## src/rtl/imem_prog_loader_if.sv

```systemverilog
// Byte-stream ingress and instruction-memory write bundle
// for the program loader.
interface imem_prog_loader_if #(
  parameter int ADDR_W = 10
);
  logic              in_valid;
  logic [7:0]        in_data;
  logic              in_ready;
  logic              reload;
  logic              imem_we;
  logic [ADDR_W-1:0] imem_addr;
  logic [31:0]       imem_wdata;
  logic              core_hold;
  logic              load_done;
  logic              load_err;

  modport master (
    output in_valid,
    output in_data,
    input  in_ready,
    output reload,
    input  imem_we,
    input  imem_addr,
    input  imem_wdata,
    input  core_hold,
    input  load_done,
    input  load_err
  );

  modport slave (
    input  in_valid,
    input  in_data,
    output in_ready,
    input  reload,
    output imem_we,
    output imem_addr,
    output imem_wdata,
    output core_hold,
    output load_done,
    output load_err
  );
endinterface

```

## src/rtl/imem_prog_loader.sv

```systemverilog
// Loads a length-prefixed, XOR-checksummed byte image into
// instruction memory and holds the core until it verifies.
module imem_prog_loader #(
  parameter int ADDR_W     = 10,
  parameter int IMEM_DEPTH = 1024
) (
  input  logic clk,
  input  logic reset,
  imem_prog_loader_if.slave bus
);

  typedef enum logic [2:0] {
    S_HDR0,
    S_HDR1,
    S_DATA,
    S_CSUM,
    S_DONE,
    S_ERR
  } state_e;

  localparam logic [16:0] DEPTH = 17'(IMEM_DEPTH);

  state_e            state_q, state_d;
  logic [15:0]       cnt_q, cnt_d;
  logic [15:0]       widx_q, widx_d;
  logic [1:0]        bidx_q, bidx_d;
  logic [7:0]        acc_q, acc_d;
  logic [23:0]       wbuf_q, wbuf_d;
  logic              we_q, we_d;
  logic [ADDR_W-1:0] addr_q, addr_d;
  logic [31:0]       wdata_q, wdata_d;

  logic        ready;
  logic        accept;
  logic [15:0] n_hdr;

  assign ready  = (state_q == S_HDR0) || (state_q == S_HDR1) ||
                  (state_q == S_DATA) || (state_q == S_CSUM);
  assign accept = bus.in_valid && ready;
  assign n_hdr  = {bus.in_data, cnt_q[7:0]};

  always_ff @(posedge clk) begin
    if (reset) begin
      state_q <= S_HDR0;
      cnt_q   <= '0;
      widx_q  <= '0;
      bidx_q  <= '0;
      acc_q   <= '0;
      wbuf_q  <= '0;
      we_q    <= 1'b0;
      addr_q  <= '0;
      wdata_q <= '0;
    end else begin
      state_q <= state_d;
      cnt_q   <= cnt_d;
      widx_q  <= widx_d;
      bidx_q  <= bidx_d;
      acc_q   <= acc_d;
      wbuf_q  <= wbuf_d;
      we_q    <= we_d;
      addr_q  <= addr_d;
      wdata_q <= wdata_d;
    end
  end

  always_comb begin
    state_d = state_q;
    cnt_d   = cnt_q;
    widx_d  = widx_q;
    bidx_d  = bidx_q;
    acc_d   = acc_q;
    wbuf_d  = wbuf_q;
    we_d    = 1'b0;
    addr_d  = addr_q;
    wdata_d = wdata_q;
    case (state_q)
      S_HDR0: begin
        if (accept) begin
          cnt_d[7:0] = bus.in_data;
          state_d    = S_HDR1;
        end
      end
      S_HDR1: begin
        if (accept) begin
          cnt_d[15:8] = bus.in_data;
          if ({1'b0, n_hdr} > DEPTH)
            state_d = S_ERR;
          else if (n_hdr == 16'd0)
            state_d = S_CSUM;
          else
            state_d = S_DATA;
        end
      end
      S_DATA: begin
        if (accept) begin
          acc_d  = acc_q ^ bus.in_data;
          bidx_d = bidx_q + 2'd1;
          case (bidx_q)
            2'd0: wbuf_d[7:0]   = bus.in_data;
            2'd1: wbuf_d[15:8]  = bus.in_data;
            2'd2: wbuf_d[23:16] = bus.in_data;
            default: begin
              we_d    = 1'b1;
              addr_d  = widx_q[ADDR_W-1:0];
              wdata_d = {bus.in_data, wbuf_q};
              widx_d  = widx_q + 16'd1;
              if (widx_q == cnt_q - 16'd1)
                state_d = S_CSUM;
            end
          endcase
        end
      end
      S_CSUM: begin
        if (accept)
          state_d = (bus.in_data == acc_q) ? S_DONE : S_ERR;
      end
      S_DONE, S_ERR: begin
        // Memory port registers keep their last values across reload
        if (bus.reload) begin
          state_d = S_HDR0;
          cnt_d   = '0;
          widx_d  = '0;
          bidx_d  = '0;
          acc_d   = '0;
        end
      end
      default: state_d = S_HDR0;
    endcase
  end

  assign bus.in_ready   = ready;
  assign bus.imem_we    = we_q;
  assign bus.imem_addr  = addr_q;
  assign bus.imem_wdata = wdata_q;
  assign bus.core_hold  = (state_q != S_DONE);
  assign bus.load_done  = (state_q == S_DONE);
  assign bus.load_err   = (state_q == S_ERR);

endmodule

```

## src/flat_wrapper.sv

```systemverilog
// flat-port wrapper written by rule: the top's interface ports become plain ports
module imem_prog_loader_flat 
#(
  parameter int ADDR_W     = 10,
  parameter int IMEM_DEPTH = 1024
)
  (clk, reset, bus_in_valid, bus_in_data, bus_in_ready, bus_reload, bus_imem_we, bus_imem_addr, bus_imem_wdata, bus_core_hold, bus_load_done, bus_load_err);
  imem_prog_loader_if #(.ADDR_W(ADDR_W)) bus_i ();
  input  logic clk;
  input  logic reset;
  input wire logic [$bits(bus_i.in_valid)-1:0] bus_in_valid;
  input wire logic [$bits(bus_i.in_data)-1:0] bus_in_data;
  output wire logic [$bits(bus_i.in_ready)-1:0] bus_in_ready;
  input wire logic [$bits(bus_i.reload)-1:0] bus_reload;
  output wire logic [$bits(bus_i.imem_we)-1:0] bus_imem_we;
  output wire logic [$bits(bus_i.imem_addr)-1:0] bus_imem_addr;
  output wire logic [$bits(bus_i.imem_wdata)-1:0] bus_imem_wdata;
  output wire logic [$bits(bus_i.core_hold)-1:0] bus_core_hold;
  output wire logic [$bits(bus_i.load_done)-1:0] bus_load_done;
  output wire logic [$bits(bus_i.load_err)-1:0] bus_load_err;
  assign bus_i.in_valid = bus_in_valid;
  assign bus_i.in_data = bus_in_data;
  assign bus_in_ready = bus_i.in_ready;
  assign bus_i.reload = bus_reload;
  assign bus_imem_we = bus_i.imem_we;
  assign bus_imem_addr = bus_i.imem_addr;
  assign bus_imem_wdata = bus_i.imem_wdata;
  assign bus_core_hold = bus_i.core_hold;
  assign bus_load_done = bus_i.load_done;
  assign bus_load_err = bus_i.load_err;
  imem_prog_loader #(.ADDR_W(ADDR_W), .IMEM_DEPTH(IMEM_DEPTH)) u_core (.clk(clk), .reset(reset), .bus(bus_i));
endmodule
```

## config.mk

```make
export PLATFORM = sky130hd
export DESIGN_NAME = imem_prog_loader_flat
export DESIGN_NICKNAME = d
export VERILOG_FILES = /design/src/rtl/imem_prog_loader_if.sv /design/src/rtl/imem_prog_loader.sv /design/src/flat_wrapper.sv
export SDC_FILE = /design/constraint.sdc
export NUM_CORES = 1
export LEC_CHECK = 0
export ABC_AREA = 1
export CAP_MARGIN = 20
export CORE_ASPECT_RATIO = 0.6
export CORE_MARGIN = 10
export CORE_UTILIZATION = 50
export DETAILED_ROUTE_END_ITERATION = 10
export GPL_ROUTABILITY_DRIVEN = 0
export HOLD_SLACK_MARGIN = 0.15
export PLACE_DENSITY = 0.72
export SLEW_MARGIN = 10
export SYNTH_ARGS = -nofsm -noshare
export SYNTH_HDL_FRONTEND = slang
export SYNTH_SLANG_ARGS = --single-unit
```

## constraint.sdc

```tcl
create_clock -name clk -period 3.6 [get_ports clk]
set_input_delay 0.72 -clock clk [delete_from_list [all_inputs] [get_ports clk]]
set_output_delay 0.72 -clock clk [all_outputs]
set_load 0.02 [all_outputs]
```

== Yosys cells after proc, flatten, opt, wreduce, memory -nomap -nowiden ==
Index checks and enable logic that the tools add are counted.

* Add/subtract/negate cells: 3
* Magnitude comparators: 1
* Eq/ne operators: 17
* Multiplexer cells: 25
* Bitwise operators: 4
* Reductions and logical operators: 22

{| class="wikitable"
|+ Operator list
! operator !! number
|-
| $mux 16 || 3
|-
| $pmux 8 s2 || 3
|-
| $pmux 16 s2 || 1
|-
| $mux 3 || 8
|-
| $mux 8 || 3
|-
| $reduce_and 3->1 || 7
|-
| $add 16x1->16 const B || 1
|-
| $eq 16x16->1 || 1
|-
| $gt 16x11->1 const B || 1
|-
| $logic_not 16->1 || 1
|-
| $sub 16x1->16 const B || 1
|-
| $pmux 3 s5 || 1
|-
| $eq 8x8->1 || 1
|-
| $ne 2x1->1 const B || 4
|-
| $xor 8x8->8 || 1
|-
| $reduce_and 7->1 || 1
|-
| $eq 3x2->1 const B || 2
|-
| $eq 3x3->1 const B || 2
|-
| $ne 2x2->1 const B || 3
|-
| $reduce_bool 2->1 || 3
|-
| $reduce_or 3->1 || 2
|-
| $mux 2 || 2
|-
| $pmux 2 s2 || 1
|-
| $reduce_and 4->1 || 1
|-
| other kinds (12) || 18
|}

* Register bits after elaboration: 112
* Bits of input ports: 12
* Output and inout bits: 47
* Logic and storage cells: 84

== Logic depth before layout (Yosys ltp) ==
* Depth in word-level cells: 7
* Depth in mapped cells: 16
* Gate-level depth less buffers: 16

== Worst setup path after synthesis ==
No wires, ideal clock.

* Kind: reg-to-output
* Start: reg u_core.state_q[2]
* End: out bus_core_hold
* Arrival: 1.321 ns
* Data required time: 2.880 ns
* Path slack: 1.559 ns
* Cell stages (with the launch flop): 6
* Path buffers: 0
* Cells stage by stage: dfxtp_1 > inv_2 > nor2_1 > inv_1 > nor2_1 > inv_1

* Longest elaborated chain between the ends: 1

{| class="wikitable"
|+ RTL lines
! element !! line !! text
|-
| start: declaration || imem_prog_loader.sv:23 || <nowiki>state_e state_q, state_d;</nowiki>
|-
| start signal: assignment || imem_prog_loader.sv:54 || <nowiki>state_q <= state_d;</nowiki>
|-
| $ne 3x3->1 || imem_prog_loader.sv:135 || <nowiki>assign bus.core_hold = (state_q != S_DONE);</nowiki>
|-
| end: declaration || flat_wrapper.sv:18 || <nowiki>output wire logic [$bits(bus_i.core_hold)-1:0] bus_core_hold;</nowiki>
|}

No other way between the ends.

== Final worst setup path ==
* Start: reg u_core.state_q[2]
* End: out bus_load_err

* Longest elaborated chain between the ends: 1

{| class="wikitable"
|+ RTL lines
! element !! line !! text
|-
| $eq 3x3->1 || imem_prog_loader.sv:137 || <nowiki>assign bus.load_err = (state_q == S_ERR);</nowiki>
|-
| end: declaration || flat_wrapper.sv:20 || <nowiki>output wire logic [$bits(bus_i.load_err)-1:0] bus_load_err;</nowiki>
|}

No other way between the ends.

==> impl_metrics.yaml <==
timing:
  min_period_ns: 2.84
  max_freq_mhz: 352
  tightest_slew_ns: 0.794
  rsz0062_at_grt: "no"
  maxSlewViolCount: 0
  worst_hold_slack_ns: 0.463
  finalHoldViolCount: 0
  final.period_utilization: 0.789
  setup-violations-final: 0
  finalSetupTns_ns: 0
  relSlewSlack: 0.471
  clock_skew_ns: 0.00628
worst_setup_path:
  crit_path_cell_trace: "inv_2 -> nor2_1 -> inv_1 -> nor2_1 -> clkdlybuf4s50_1"
  crit_type: "reg2out"
  slowest_delay_ns: 0.65
  cp_slowest_cell: "clkdlybuf4s50_1"
  crit_top_cell: "nor2_1"
  crit_fanout: 7
  crit_buf_inv: 3
  cp_top_family: "buffers and inverters"
  required_ns: 2.88
  end_kind: "output pin"
  worst_setup_path_start_kind: "flip-flop"
  arrival_ns: 2.12
floorplanning:
  die_h_microns: 98.2
  rows: 28
  die_area_sq_um: 14800
  die_width_microns: 150
  coreArea_sq_um: 9910
  io_pins: 59
  start_util: 0.514
synthesis:
  synthCells: 713
  yosys-top-cells-count: "nand2_1 (128), dfxtp_1 (112), nor2_1 (108), a21oi_1 (75), nand3_1 (68)"
  synth_compound_area_frac: 0.137
  synth_adder_area_share: 0.0172
  synth_top_family_by_area: "simple AND/OR/NAND/NOR gates"
  synth_top_area_share: 0.440
  synth-xor-area-share: 0.0447
  synth_most_common_cell: "nand2_1"
  async_flop_share: 0
  synth_cell_type_count: 33
  seq_area_frac_synth: 0.440
  yosysTopAreaCell: "dfxtp_1"
  synth_area_sq_um: 5100
  synth_edf_count: 0
  yosys.area_share.simple: 0.296
  synthFlopType: "dfxtp_1"
  synthTopCellsByArea: "dfxtp_1 (44%), nand2_1 (9.4%), nor2_1 (8.0%)"
  syn_nets: 732
  synthMuxAreaShare: 0
  ys_seq_elements: 112
  syn_area_per_cell_sq_um: 7.15
  synth_warnings: 0
detailed_routing:
  wl_met1_mm: 6.76
  drt_iter0_drc: 487
  drcViolationCount: 0
  wl_met3_mm: 1.47
  wl_met2_mm: 5.40
  viasPerCell: 5.39
  top_layer: "met4"
  wl_mm: 13.7
  drt-pass1-iter-count: 5
  wl_per_cell_microns: 15.3
  vias: 4839
  antenna_left: 0
placed_design:
  io_buffers: 58
  hpwl_mm: 10.0
  place_inst: 881
power:
  power_density_nw_per_um2: 566
  p_leak_nw: 2.37
  vdd_drop_max_v: 0.000279
  p_total_mw: 3.44
global_routing:
  grt_pass1_vias: 4308
  grt_max_degree: 55
  overflow: 0
  globalRouteTotalUtil: 0.182
  antenna_found_initial: 0
  grt_pass1_wl_mm: 21.9
cts:
  clkLatencyLatePin_ns: 0.35
  cts_htree_levels: 3
  numCtsBuffers: 9
  cts-root-buf: "clkbuf_16"
  clock_sinks: 112
  cts_tree: "yes"
  hold_buffers: 0
  cts_resized: 0
  clk_pin_slew_ns: 0.07
  postCtsSetupBuffers: 0
  clk_path_buf_depth: 2
flow_run:
  drv_cap: 0
run_status:
  outcome: "finished, final reports clean"
cells_and_area:
  fin_cells: 897
  area_delta_synth_final_pct: 19.3
  antenna_cells: 0
  final_core_util: 0.613
  layout-drive-gt1-share: 0.0577
  nets: 776
hold_path:
  min_path_type: "reg2reg"
## power breakdown
group | switching (mW) | leakage, nW | internal [mW]
Sequential | 0.0759 | 0.904 | 1.31
Combinational | 0.677 | 1.31 | 0.339
Clock | 0.471 | 0.154 | 0.569
Total | 1.22 | 2.37 | 2.21
## per-stage QoR
stage          instance area (sq um)  setup slack, ns
4_1_cts                         6080            0.812
3_3_place_gp                    5770            0.967
2_1_floorplan                   5100             1.56
3_5_place_dp                    5770            0.886
5_1_grt                         6080            0.658
6_report                        6080            0.759
## state kept, by name, summed over array words and instances (netlist names)
name and count:
u_core.cnt_q 16, u_core.state_q 3, u_core.bidx_q 2, u_core.wbuf_q 24, u_core.bus.imem_wdata 32, u_core.widx_q 16
u_core.bus.imem_addr 10, u_core.bus.imem_we 1, u_core.acc_q 8
## final timing paths
kind | startpoint | endpoint | slack [ns] | cells past startpoint
worst min-delay path | u_core.wbuf_q[5] | u_core.wbuf_q[5] | 0.46 | 2
worst min register to register | u_core.wbuf_q[5] | u_core.wbuf_q[5] | 0.46 | 2
worst max register to register | u_core.cnt_q[0] | u_core.state_q[2] | 1.26 | 15
worst max-delay path | u_core.state_q[2] | bus_load_err | 0.76 | 5
## metal layers
layer / vias to the layer above / track usage
met2: 202 / 0.247
met4: 0 / 0.0402
li1: 2409 / -
met1: 2220 / 0.268
met5: - / 0
met3: 8 / 0.0622
## cell type report
type	count	area, sq um
fill	888	3830
tap	135	169
timing repair buffer	64	621
clock buffer	10	239
inverter	57	214
clock inverter	6	73.8
sequential	112	2240
multi-input combinational	513	2520
## cells by family after synthesis
group | count (synthesis)
compound gates | 137
xor+xnor | 26
fa+ha+maj | 7
buf+inv | 88
flops | 112
simple gates | 343
## cells in the final DEF, fill, tap and decap left out, drive strengths merged, types with 3 or more instances in the layout
cell type | synthesis | routed
ha | 7 | 7
xnor2 | 11 | 11
buf | 4 | 7
or2 | 7 | 7
xor2 | 15 | 15
nand3b | 4 | 4
nand4 | 6 | 6
o21ai | 54 | 54
nor2 | 114 | 114
a21oi | 75 | 75
clkinv | 1 | 3
o22ai | 6 | 6
nand3 | 69 | 69
nor3 | 9 | 9
dfxtp | 112 | 112
clkdlybuf4s50 | 0 | 57
nand2 | 132 | 132
inv | 56 | 59
clkbuf | 27 | 10
## tightest hold or removal path, delay by kind of cell (launching register included)
family / cells / cell delay (ns)
flip-flops: 1 / 0.31
AND/OR/NAND/NOR: 1 / 0.06
AO/OA/AOI/OAI: 1 / 0.05
Note: power is estimated with default switching activity, not from simulation.
